===== config.mk =====
export PLATFORM = sky130hd
export DESIGN_NAME = clock_period_meter
export DESIGN_NICKNAME = d
export VERILOG_FILES = /design/src/rtl/clock_meter_pkg.sv /design/src/rtl/edge_sync.sv /design/src/rtl/clock_period_meter.sv
export SDC_FILE = /design/constraint.sdc
export NUM_CORES = 1
export LEC_CHECK = 0
export CELL_PAD_IN_SITES_DETAIL_PLACEMENT = 1
export CELL_PAD_IN_SITES_GLOBAL_PLACEMENT = 2
export CORE_ASPECT_RATIO = 0.8
export CORE_MARGIN = 2
export CORE_UTILIZATION = 39
export CTS_CLUSTER_DIAMETER = 60
export DETAILED_ROUTE_END_ITERATION = 10
export PLACE_DENSITY = 0.93
export REMOVE_ABC_BUFFERS = 1
export SYNTH_ARGS = -nofsm -noshare
export SYNTH_HDL_FRONTEND = slang
export SYNTH_SLANG_ARGS = --single-unit

===== constraint.sdc =====
create_clock -name clk_in -period 8.4 [get_ports clk_in]
set_clock_uncertainty 0.15 [all_clocks]
set_input_delay 1.68 -clock clk_in [delete_from_list [all_inputs] [get_ports clk_in]]
set_output_delay 1.68 -clock clk_in [all_outputs]
set_load 0.005 [all_outputs]

===== src/rtl/clock_meter_pkg.sv =====
// Shared definitions for the clock period meter: FSM state encoding and
// default sizing. The defaults cover a 2 Hz signal measured at 50 MHz.
package clock_meter_pkg;

    typedef enum logic {
        ST_IDLE    = 1'b0,
        ST_MEASURE = 1'b1
    } meter_state_t;

    // 25 bits hold one full 25,000,000-cycle period of a 2 Hz input.
    localparam int CNT_W_DEF   = 25;
    // 0.6 s at 50 MHz without a rising edge counts as a stall.
    localparam int TIMEOUT_DEF = 30_000_000;

    // Largest value a CNT_W-bit counter can hold, as a 64-bit number so the
    // range check on TIMEOUT works for any width up to 32 bits.
    function automatic longint cnt_max_value(input int width);
        return (longint'(1) << width) - 1;
    endfunction

endpackage


===== src/rtl/edge_sync.sv =====
// Edge detector for an asynchronous single-bit input.
// Two-flop synchronizer followed by a previous-value register; rise and fall
// are single-cycle pulses derived from the synchronized bit, so they can
// never be high in the same cycle. Reusable for any asynchronous strobe.
module edge_sync (
    input  logic clk_in,
    input  logic Reset,
    input  logic async_in,
    output logic rise,
    output logic fall
);

    logic s1;
    logic s2;
    logic prev;

    // Synchronize the input and keep the previous synchronized value.
    always_ff @(posedge clk_in or posedge Reset) begin
        if (Reset) begin
            s1   <= 1'b0;
            s2   <= 1'b0;
            prev <= 1'b0;
        end else begin
            s1   <= async_in;
            s2   <= s1;
            prev <= s2;
        end
    end

    assign rise = s2 & ~prev;
    assign fall = ~s2 & prev;

endmodule


===== src/rtl/clock_period_meter.sv =====
// Measures period and high time of a slow asynchronous signal in clk_in
// cycles. The first rising edge after reset (or after a stall) only arms the
// meter; each later rising edge publishes the previous cycle's period and
// high time as one coherent pair together with a one-cycle meas_valid pulse.
//
// Optional feature: define CLOCK_PERIOD_METER_TIMEOUT_EN to enable stall
// detection. Without it the timeout output is tied low and a stalled input
// shows up as a saturated period (all ones) at the next rising edge.
//
// state      | meaning
// -----------+---------------------------------------------------------
// ST_IDLE    | waiting for the arming rise; cnt held at 0, falls ignored
// ST_MEASURE | counting cycles since the last rise, capturing high time
module clock_period_meter
    import clock_meter_pkg::*;
#(
    parameter int CNT_W   = CNT_W_DEF,
    parameter int TIMEOUT = TIMEOUT_DEF
) (
    input  logic             clk_in,
    input  logic             Reset,
    input  logic             sig_in,
    output logic [CNT_W-1:0] period,
    output logic [CNT_W-1:0] high_time,
    output logic             meas_valid,
    output logic             timeout
);

    localparam logic [CNT_W-1:0] CNT_ONE = CNT_W'(1);
    localparam logic [CNT_W-1:0] CNT_MAX = '1;

    // A stall threshold the counter cannot reach would never fire.
    if (TIMEOUT < 1 || longint'(TIMEOUT) > cnt_max_value(CNT_W)) begin : g_timeout_range
        $error("clock_period_meter: TIMEOUT must be in 1 .. 2**CNT_W-1");
    end

`ifdef CLOCK_PERIOD_METER_TIMEOUT_EN
    localparam logic [CNT_W-1:0] TIMEOUT_CNT = CNT_W'(TIMEOUT);
    logic timeout_q;
`endif

    meter_state_t     state;
    logic [CNT_W-1:0] cnt;
    logic [CNT_W-1:0] hi_cap;
    logic             fall_seen;
    logic             rise;
    logic             fall;

    edge_sync u_edge_sync (
        .clk_in   (clk_in),
        .Reset    (Reset),
        .async_in (sig_in),
        .rise     (rise),
        .fall     (fall)
    );

    // Measurement FSM: counter, high-time capture and registered outputs.
    always_ff @(posedge clk_in or posedge Reset) begin
        if (Reset) begin
            state      <= ST_IDLE;
            cnt        <= '0;
            hi_cap     <= '0;
            fall_seen  <= 1'b0;
            period     <= '0;
            high_time  <= '0;
            meas_valid <= 1'b0;
`ifdef CLOCK_PERIOD_METER_TIMEOUT_EN
            timeout_q  <= 1'b0;
`endif
        end else begin
            meas_valid <= 1'b0;
            case (state)
                ST_IDLE: begin
                    cnt <= '0;
                    if (rise) begin
                        state     <= ST_MEASURE;
                        cnt       <= CNT_ONE;
                        fall_seen <= 1'b0;
                    end
                end
                ST_MEASURE: begin
                    if (rise) begin
                        // Publish both values in the same cycle so a reader
                        // never sees a period from one cycle paired with a
                        // high time from another.
                        period     <= cnt;
                        high_time  <= fall_seen ? hi_cap : '0;
                        meas_valid <= 1'b1;
                        fall_seen  <= 1'b0;
                        cnt        <= CNT_ONE;
`ifdef CLOCK_PERIOD_METER_TIMEOUT_EN
                        timeout_q  <= 1'b0;
`endif
                    end
`ifdef CLOCK_PERIOD_METER_TIMEOUT_EN
                    else if (cnt == TIMEOUT_CNT) begin
                        // Stall: drop back to IDLE so the next rise re-arms;
                        // the last good measurement stays on the outputs.
                        timeout_q <= 1'b1;
                        state     <= ST_IDLE;
                        cnt       <= '0;
                        fall_seen <= 1'b0;
                    end
`endif
                    else begin
                        if (fall) begin
                            hi_cap    <= cnt;
                            fall_seen <= 1'b1;
                        end
                        if (cnt != CNT_MAX) begin
                            cnt <= cnt + CNT_ONE;
                        end
                    end
                end
                default: begin
                    state <= ST_IDLE;
                end
            endcase
        end
    end

`ifdef CLOCK_PERIOD_METER_TIMEOUT_EN
    assign timeout = timeout_q;
`else
    assign timeout = 1'b0;
`endif

endmodule


# After elaboration in Yosys (flattened, before gate mapping)
# Cells that the tools add are included.
[op_classes]
reduce_logical = 3
addsub = 1
eq_ne = 4
mux = 12
bitwise_logic = 6
[ops]
columns = ["cell", "n"]
rows = [
  ["two-way mux 25 bit", 3],
  ["case mux 25 bit (2 select lines)", 1],
  ["adder 25 x 1 -> 25 bit, second input constant", 1],
  ["inequality test 25 bit, second input constant", 1],
  ["two-way mux 1 bit", 7],
  ["inequality test 3 x 1 -> 1 bit, second input constant", 2],
  ["NOT 1 bit", 4],
  ["AND reduction 2 bit", 2],
  ["AND reduction 3 bit", 1],
  ["bitwise AND 1 bit", 2],
  ["inequality test 2 bit, second input constant", 1],
  ["case mux 1 bit (2 select lines)", 1],
]
[word_totals]
register_bits = 106
input_bits = 3
word_cells = 36
output_inout_bits = 52

# Logic depth before layout (Yosys ltp)
# Gate-level depths: netlist of run 1.
[logic_depth]
word_depth = 5
ltp_mapped = 7
ltp_nobuf = 6

# By module
# From an unflattened synthesis of run 1, not the netlist that was laid out.
[unflattened]
cells_unflattened = 405
hier_area_um2 = 4526.8
[by_module_without_submodules]
columns = ["module", "cells_per_inst", "n_inst", "area_per_inst_um2"]
rows = [
  ["clock_period_meter", 399, 1, 4433.0],
  ["edge_sync", 6, 1, 93.8],
]

# Worst setup path before layout of run 1
# No wires, ideal clock.
[synth_timing]
kind = "register to output"
startpoint = "register high_time[0]"
endpoint = "output port high_time[0]"
arrival_time_ns = 0.362
stages_incl_launch_ff = 1
setup_slack_ns = 6.208
path_cell_list = "dfrtp_1"
[synth_rtl]
columns = ["element", "line_no", "source"]
rows = [
  ["start: declaration", "clock_period_meter.sv:24", "output logic [CNT_W-1:0] high_time,"],
  ["start signal: assignment", "clock_period_meter.sv:87", "high_time <= fall_seen ? hi_cap : '0;"],
]
# No word-level cell between the ends.

==> results of run 1 <==
==> cell families (layout without fill, tap and decap cells) <==
family | Yosys count | count (layout)
AO/OA/AOI/OAI | 54 | 54
XOR/XNOR | 22 | 22
adder cells (fa/ha/maj) | 1 | 1
buffers and inverters | 27 | 77
flip-flops | 106 | 106
multiplexers | 46 | 46
other | 1 | 1
AND/OR/NAND/NOR | 120 | 120
==> metal layers <==
metal | global-route usage (%) | wire length, um | up-vias
met3 | 4.46 | 330 | 12
li1 | - | - | 1370
met4 | 6.37 | 102 | 0
met1 | 23.2 | 4510 | 1470
met2 | 28.1 | 4580 | 57
met5 | 0 | 0 | -
==> power by group <==
part	internal, mW	switching [mW]
Sequential	0.542	0.0311
Combinational	0.0560	0.0462
Clock	0.246	0.185
==> registers in the layout, indices dropped and copies added (netlist names) <==
register	count
u_edge_sync.prev	1
cnt	25
high_time	25
state	1
meas_valid	1
fall_seen	1
period	25
u_edge_sync.s2	1
u_edge_sync.s1	1
hi_cap	25
==> critical path: cells and delay by family <==
family | cells | cell delay (ns)
buf+inv | 3 | 1.54
==> worst max-delay path by stage <==
stage,start,to
4_1_cts,Reset,hi_cap[11]
3_5_place_dp,Reset,period[11]
6_report,Reset,high_time[11]
3_3_place_gp,Reset,high_time[11]
5_1_grt,Reset,hi_cap[11]
2_1_floorplan,Reset,cnt[0]
==> per-stage QoR <==
stage	hold slack, ns	std cells
after floorplan	0.181	354
after global placement	0.188	555
after detailed placement	0.199	555
after CTS	0.215	571
after global routing	0.228	571
final	0.212	571
==> cells in the final DEF, fill, tap and decap left out, types with 2 or more instances in the layout <==
cell type / instances
a2111oi_2: 4
a211oi_1: 5
a21boi_1: 2
a21oi_1: 10
and3_1: 4
and4_1: 4
buf_4: 4
clkbuf_16: 9
clkbuf_8: 2
clkdlybuf4s50_1: 53
clkinv_2: 3
dfrtp_1: 106
inv_1: 3
mux2_2: 46
nand2_1: 64
nand2b_1: 2
nand3_1: 9
nand4_1: 6
nor2_1: 23
o21ai_0: 30
xnor2_1: 19
xor2_1: 3
==> final cells by class <==
cell class	instances	area share [%]
clock buffers	11	4.73
multi-input cells	244	30.4
inverters	4	0.328
repair buffers	57	10.5
flip-flops and latches	106	49.7
well taps	144	3.37
clock inverters	5	0.984
==> run metrics, run 1 <==
status=complete, no violations; grt ovf=0; Mapped Cells=377; RSZ-0062 raised after global routing=no; setup TNS=0 ns; CP max stage delay=0.83 ns; Ys Warns=0; crit end category=async pin; largest net degree at the start of global routing=83; worst hold path type=flip-flop to flip-flop; FF-to-FF setup slack=5.77 ns; EDFF count, synth=0; # DRC=0; top cells by area, synth=dfrtp_1, mux2_2, nand2_1, xnor2_1, o21ai_0; IO buf count=53; Place WS=4.81 ns; Setup-failing EPs final=0; Adder-Cell Fraction of Synth Area=0.285%; Filler cells=1191; Worst Path Required=8.57 ns; Worst Tran Pin Value=1.06 ns; Clock Tree Root=clkbuf_16; Via-to-Cell Ratio=5.09; mapped cell area=4390 um^2; Synth Area in Compound Gates=7.64%; Worst Setup Start Kind=primary input; Worst slew margin=29.1%; Post-Place Cell Area=5030 um^2; f_max=0.317 GHz; vias in the first global route=3217; die span in y=98.9 um; area leader, netlist=dfrtp_1; antenna cells=0; final period demand of the worst path=3.15 ns; final-stage net count=426; synthesized flop and latch total=106; Worst R2R Start=cnt[0]; largest family of logic cells by synthesized area=simple AND/OR/NAND/NOR gates; DR vias=2909; Tcrit/Tclk final=37.5%; multi-input logic area=1620 um^2; die area=12100 um^2; P&R area growth vs syn=21.6%; final instance area=5340 um^2; TritonCTS Buffers=9; layout cells sized above 1=17.6%; later-pin clock latency in the skew report=0.35 ns; Yosys top cell area share=60.4%; Clock Path Buffers=2; post-detail-place hpwl=6.06 mm; mux share of post-synthesis cell area=11.8%; GRT Total Usage=17.6%; Initial Util=40.2%; gpl congestion=0.747; Crit Path Class=primary input to async pin; dominant synthesized flop cell=dfrtp_1; final core occ=48.8%; clock sinks=106; core area=10900 um^2; antenna violations before repair=0; most common cell in the netlist=dfrtp_1; Max rail drop VDD=0.000106 V; worst-path fanout max=82; Hold Path Sink=u_edge_sync.s2; Max Cap Violations=0; Slew Viols, Final=0; Initial DRC Count=80; worst hold start=u_edge_sync.s1; worst endpoint data arrival time=3.32 ns; first-pass GRT wire length=16.5 mm; Top Ports=55; r2r endpoint=cnt[22]; Synth cell types=34; wire per inst=16.7 um; synth cell count leaders=dfrtp_1, nand2_1, mux2_2; register area=2650 um^2; Pwr per Cell Area=207 nW/um^2; Die W=123 um; post-route ant nets=0; endpoints failing hold=0; Synth async-reset ratio=100%; Post CTS Setup Buffer Count=0; First-pass DRT Iterations=6; fin worst setup slack=5.25 ns; register area share after synthesis=60.4%; critical-path cell list=clkdlybuf4s50_1 > inv_4 > buf_4; Reg2Reg Depth=7; CTS tree=done; Avg Cell Area, Syn=11.6 um^2; hold buffer count at CTS=0; Site Rows=34; cts repair resizes=0; static leakage=2.38 nW; Min-Delay Path Depth=0; CTS clk-pin slew, worst paths=0.07 ns; simple-gate area share of the yosys netlist=12.7%; Routed WL=9.52 mm; H-tree Lvls=3; Design Power=1.11 mW; CP max-delay cell=buf_4; Synth Area in XOR/XNOR=4.39%
Power figures use the tool's default switching activity.
==> run 2, diff against run 1 <==
CORE_UTILIZATION = 37   (was 39)
PLACE_DENSITY = 0.89   (was 0.93)
clock period = 3.06 ns   (was 8.4 ns; I/O delays follow)
==> run metrics, run 2 (synthesis results as in run 1) <==
Worst Setup Start Kind=flip-flop; Routed WL=9.35 mm (-1.8%); endpoints failing hold=0 (unchanged); antenna cells=0 (unchanged); RSZ-0062 raised after global routing=no; Initial Util=38.0% (-2.2 points); Max Cap Violations=0 (unchanged); Setup-failing EPs final=0 (unchanged); commonest non-fill, non-tap cell in the layout=dfrtp_1; Post CTS Setup Buffer Count=0 (unchanged); Hold Slack=0.221 ns (+0.00861 ns); final-stage net count=432 (+1.4%); Site Rows=35 (+2.9%); status=complete, no violations; final period demand of the worst path=2.35 ns; crit end category=flip-flop; Sw Share=22.8% (-0.90 points); layout cells sized above 1=18.3% (+0.72 points); clock sinks=106 (unchanged); post-route ant nets=0 (unchanged); Worst slew margin=41.1% (+12 points); post-route insts no fill=580 (+1.6%); Pwr per Cell Area=582 nW/um^2 (+180%); largest net degree at the start of global routing=51 (-39%); worst endpoint data arrival time=2.44 ns (-0.88 ns); P&R area growth vs syn=23.9%; worst-path fanout max=21 (-74%); P_int=2.44 mW (+190%); # DRC=0 (unchanged); CTS clk-pin slew, worst paths=0.07 ns (about the same); Clock Power Share=40.9% (+2.0 points); Max rail drop VDD=0.000291 V (+180%); Slew Viols, Final=0 (unchanged); Worst Tran Pin Value=0.883 ns (-0.181 ns); DR vias=2889 (-0.69%); Via-to-Cell Ratio=4.98 (-2.2%); Filler cells=1243 (+4.4%); share of power burned in registers=49.5% (-2.3 points); CP max stage delay=0.76 ns (-0.07 ns); f_max=0.425 GHz; Crit Path Class=flip-flop to flip-flop; worst hold path type=flip-flop to flip-flop; Worst Path Required=3.15 ns (-5.42 ns); First-pass DRT Iterations=4 (-2); commonest non-fill, non-tap cells in the layout=dfrtp_1, nand2_1, clkdlybuf4s50_1; register area=2650 um^2 (unchanged); H-tree Lvls=3 (unchanged); TritonCTS Buffers=9 (unchanged); CP Buf/Inv Count=0 (-3); Tcrit/Tclk final=77.0%; final core occ=47.1% (-1.8 points); Design Power=3.17 mW (+190%); CP max-delay cell=and3_1; antenna violations before repair=0 (unchanged); die area=12800 um^2 (+5.2%); cts repair resizes=0 (unchanged); IO buf count=53 (unchanged); Placed Cells=565 (+1.8%); GRT Total Usage=15.8% (-1.7 points); wire per inst=16.1 um (-3.3%); grt ovf=0 (unchanged); Clock Path Buffers=2 (unchanged); static leakage=2.44 nW (+2.1%); Switching Power=0.722 mW (+180%); Die W=126 um (+2.6%); vias in the first global route=3122 (-3.0%); CTS tree=done; later-pin clock latency in the skew report=0.35 ns (about the same); first-pass GRT wire length=15.9 mm (-4.0%); multi-input logic area=1620 um^2 (unchanged); hold buffer count at CTS=0 (unchanged); die span in y=101 um (+2.6%); gpl congestion=0.789 (+5.6%); Top Ports=55 (unchanged); core area=11600 um^2 (+5.7%); Combinational Power Share=9.6% (+0.4 points); Clock Tree Root=clkbuf_16; post-detail-place hpwl=6.25 mm (+3.1%); Initial DRC Count=118 (+48%); cell family with most CP delay=simple AND/OR/NAND/NOR gates; critical-path cell list=and4_1 > and3_1 > nand2_1 > xor2_1 > a21o_1
run 2: cell types whose count changed in the layout (fill, tap and decap cells not counted):
cell / before / now
buf_4: 4 / 8
clkinv_2: 3 / 1
clkbuf_8: 2 / 0
bufinv_16: 1 / 3
clkinvlp_4: 1 / 0
clkbuf_1: 0 / 1
buf_12: 0 / 2
clkinv_4: 0 / 1
run 2: per-layer routing:
metal	up-vias	GRT usage, %	wire length [um]
met5	-	0	0
met4	0	4.40	108
li1	1385	-	-
met3	10	4.33	334
met2	47	25.8	4330
met1	1447	21.2	4580
run 2: path summary, 6_finish.rpt:
check	start	endpoint	slack, ns	cells after the start
hold reg to reg	u_edge_sync.s1	u_edge_sync.s2	0.22	0
setup / recovery	cnt[17]	cnt[0]	0.71	5
min in group asynchronous	Reset	period[2]	0.53	2
setup reg to reg	cnt[17]	cnt[0]	0.71	5
hold / removal	u_edge_sync.s1	u_edge_sync.s2	0.22	0
max in group asynchronous	Reset	period[22]	1.56	3
run 2: area by class of cell:
type,count,area share (%)
Sequential cell,106,48.7
Clock buffer,10,4.21
Tap cell,148,3.40
Multi-Input combinational cell,244,29.8
Timing Repair Buffer,63,11.6
Inverter,4,0.322
Clock inverter,5,1.91
run 2: stage by stage:
stage,setup TNS (ns),setup WS (ns),instance area [um^2]
finish,0,0.705,5440
global route,0,0.551,5440
CTS,0,0.712,5440
detailed placement,0,0.745,5110
global placement,0,0.878,5110
floorplan,-52.03,-0.491,4290
run 2: power groups by stage:
stage | combinational (mW) | sequential [mW] | clock, mW
after CTS | 0.312 | 1.57 | 1.33
after global routing | 0.339 | 1.58 | 1.37
after detailed placement | 0.306 | 1.60 | 0
final | 0.303 | 1.57 | 1.30
after floorplan | 0.156 | 1.58 | 0
after global placement | 0.296 | 1.59 | 0
==> run 3, diff against run 2 <==
CORE_UTILIZATION = 33   (was 37)
PLACE_DENSITY = 0.85   (was 0.89)
clock period = 1.9 ns   (was 3.06 ns; I/O delays follow)
==> run metrics, run 3 (synthesis results as in run 1) <==
CTS clk-pin slew, worst paths=0.07 ns (about the same); status=complete, no violations; Site Rows=37 (+5.7%); Tcrit/Tclk final=99.7% (+23 points); H-tree Lvls=3 (unchanged); CP max stage delay=0.44 ns (-0.32 ns); DR vias=3015 (+4.4%); Place WS=-0.0424 ns (-0.787 ns); final core occ=45.0% (-2.0 points); Placed Cells=623 (+10%); GRT Total Usage=15.3% (-0.55 points); Pwr per Cell Area=852 nW/um^2 (+46%); FF-to-FF setup slack=0.006 ns (-0.70 ns); largest net degree at the start of global routing=41 (-20%); Setup-failing EPs final=0 (unchanged); clock sinks=106 (unchanged); Worst Setup Start Kind=flip-flop; Initial DRC Count=79 (-33%); later-pin clock latency in the skew report=0.34 ns (about the same); Post CTS Setup Buffer Count=0 (unchanged); commonest non-fill, non-tap cells in the layout=dfrtp_1, nand2_1, clkdlybuf4s50_1; Design Power=4.96 mW (+56%); CP max-delay cell=nor4_4; RSZ-0062 raised after global routing=yes; fin worst setup slack=0.00626 ns (-0.699 ns); final-stage net count=463 (+7.2%); vias in the first global route=3329 (+6.6%); Post-Place Cell Area=5440 um^2 (+6.4%); Initial Util=34.0% (-4.0 points); Clock Path Buffers=2 (unchanged); Reg2Reg Depth=6 (+1); first-pass GRT wire length=17.1 mm (+7.5%); Slew Viols, Final=0 (unchanged); antenna violations before repair=0 (unchanged); worst-path fanout max=14 (-33%); post-detail-place hpwl=6.96 mm (+11%); grt ovf=0 (unchanged); antenna cells=0 (unchanged); static leakage=2.62 nW (+7.7%); IO buf count=53 (unchanged); setup TNS=0 ns (unchanged); final instance area=5820 um^2 (+6.9%); CTS tree=done; Max Cap Violations=0 (unchanged); Top Ports=55 (unchanged); Die W=133 um (+5.7%); P&R area growth vs syn=32.5%; core area=12900 um^2 (+12%); post-route insts no fill=639 (+10%); Via-to-Cell Ratio=4.72 (-5.3%); final period demand of the worst path=1.89 ns (-0.461 ns); worst endpoint data arrival time=1.97 ns (-0.47 ns); gpl congestion=0.793 (+0.53%); First-pass DRT Iterations=4 (unchanged); post-route ant nets=0 (unchanged); f_max=0.528 GHz (+24%); hold buffer count at CTS=0 (unchanged); worst hold path type=primary input to async pin; critical-path cell list=nand4_1 > nor4_4 > buf_12 > and4bb_1 > xnor2_1 > nor2_1; Worst Path Required=1.98 ns (-1.17 ns); crit path capture=cnt[22]; wire per inst=15.7 um (-2.3%); Clock Tree Root=clkbuf_16; crit end category=flip-flop; # DRC=0 (unchanged); TritonCTS Buffers=9 (unchanged); layout cells sized above 1=24.8% (+6.5 points); Crit Path Class=flip-flop to flip-flop; CP startpoint=cnt[5]; Worst R2R Start=cnt[5]; commonest non-fill, non-tap cell in the layout=dfrtp_1; die span in y=107 um (+5.7%); Hold Slack=0.193 ns (-0.0277 ns); endpoints failing hold=0 (unchanged); Max rail drop VDD=0.000448 V (+54%); r2r endpoint=cnt[22]; Routed WL=10.1 mm (+7.6%); die area=14300 um^2 (+12%)
## run 3: area by class of cell
class,count,area [um^2]
fillers,1365,7100
flip-flops and latches,106,2660
multi-input cells,244,1700
repair buffers,94,930
clock buffers,14,264
well taps,175,219
clock inverters,2,35.0
inverters,4,17.5
## run 3: worst min path at each step
| stage | from | end | slack [ns] | cells past startpoint |
|---|---|---|---|---|
| floorplan | u_edge_sync.s1 | u_edge_sync.s2 | 0.18 | 0 |
| detailed placement | u_edge_sync.s1 | u_edge_sync.s2 | 0.19 | 0 |
| global route | Reset | high_time[20] | 0.22 | 2 |
| global placement | u_edge_sync.s1 | u_edge_sync.s2 | 0.19 | 0 |
| finish | Reset | high_time[20] | 0.19 | 2 |
| CTS | Reset | high_time[20] | 0.19 | 2 |
## run 3: timing repair
action	4_1_cts	5_1_grt
cloned	0	0
resized for setup	2	11
pin swaps	1	3
setup endpoints to repair	7	14
## run 3: metal layers
layer,part of all wire [%],global-route usage (%)
met2,50,26.1
met5,0,0
met1,45,19.5
met3,3.2,3.55
met4,1.5,4.61
## run 3: worst max-delay path, delay by kind of cell (launching register included)
family,cells,cell delay (ns)
xor+xnor,1,0.13
buf+inv,1,0.21
flops,1,0.38
simple gates,4,0.91
## run 3: power by group
part	total [mW]	switching [mW]	internal, mW
Sequential	2.48	0.0832	2.40
Clock	1.87	0.775	1.09
Combinational	0.608	0.276	0.332
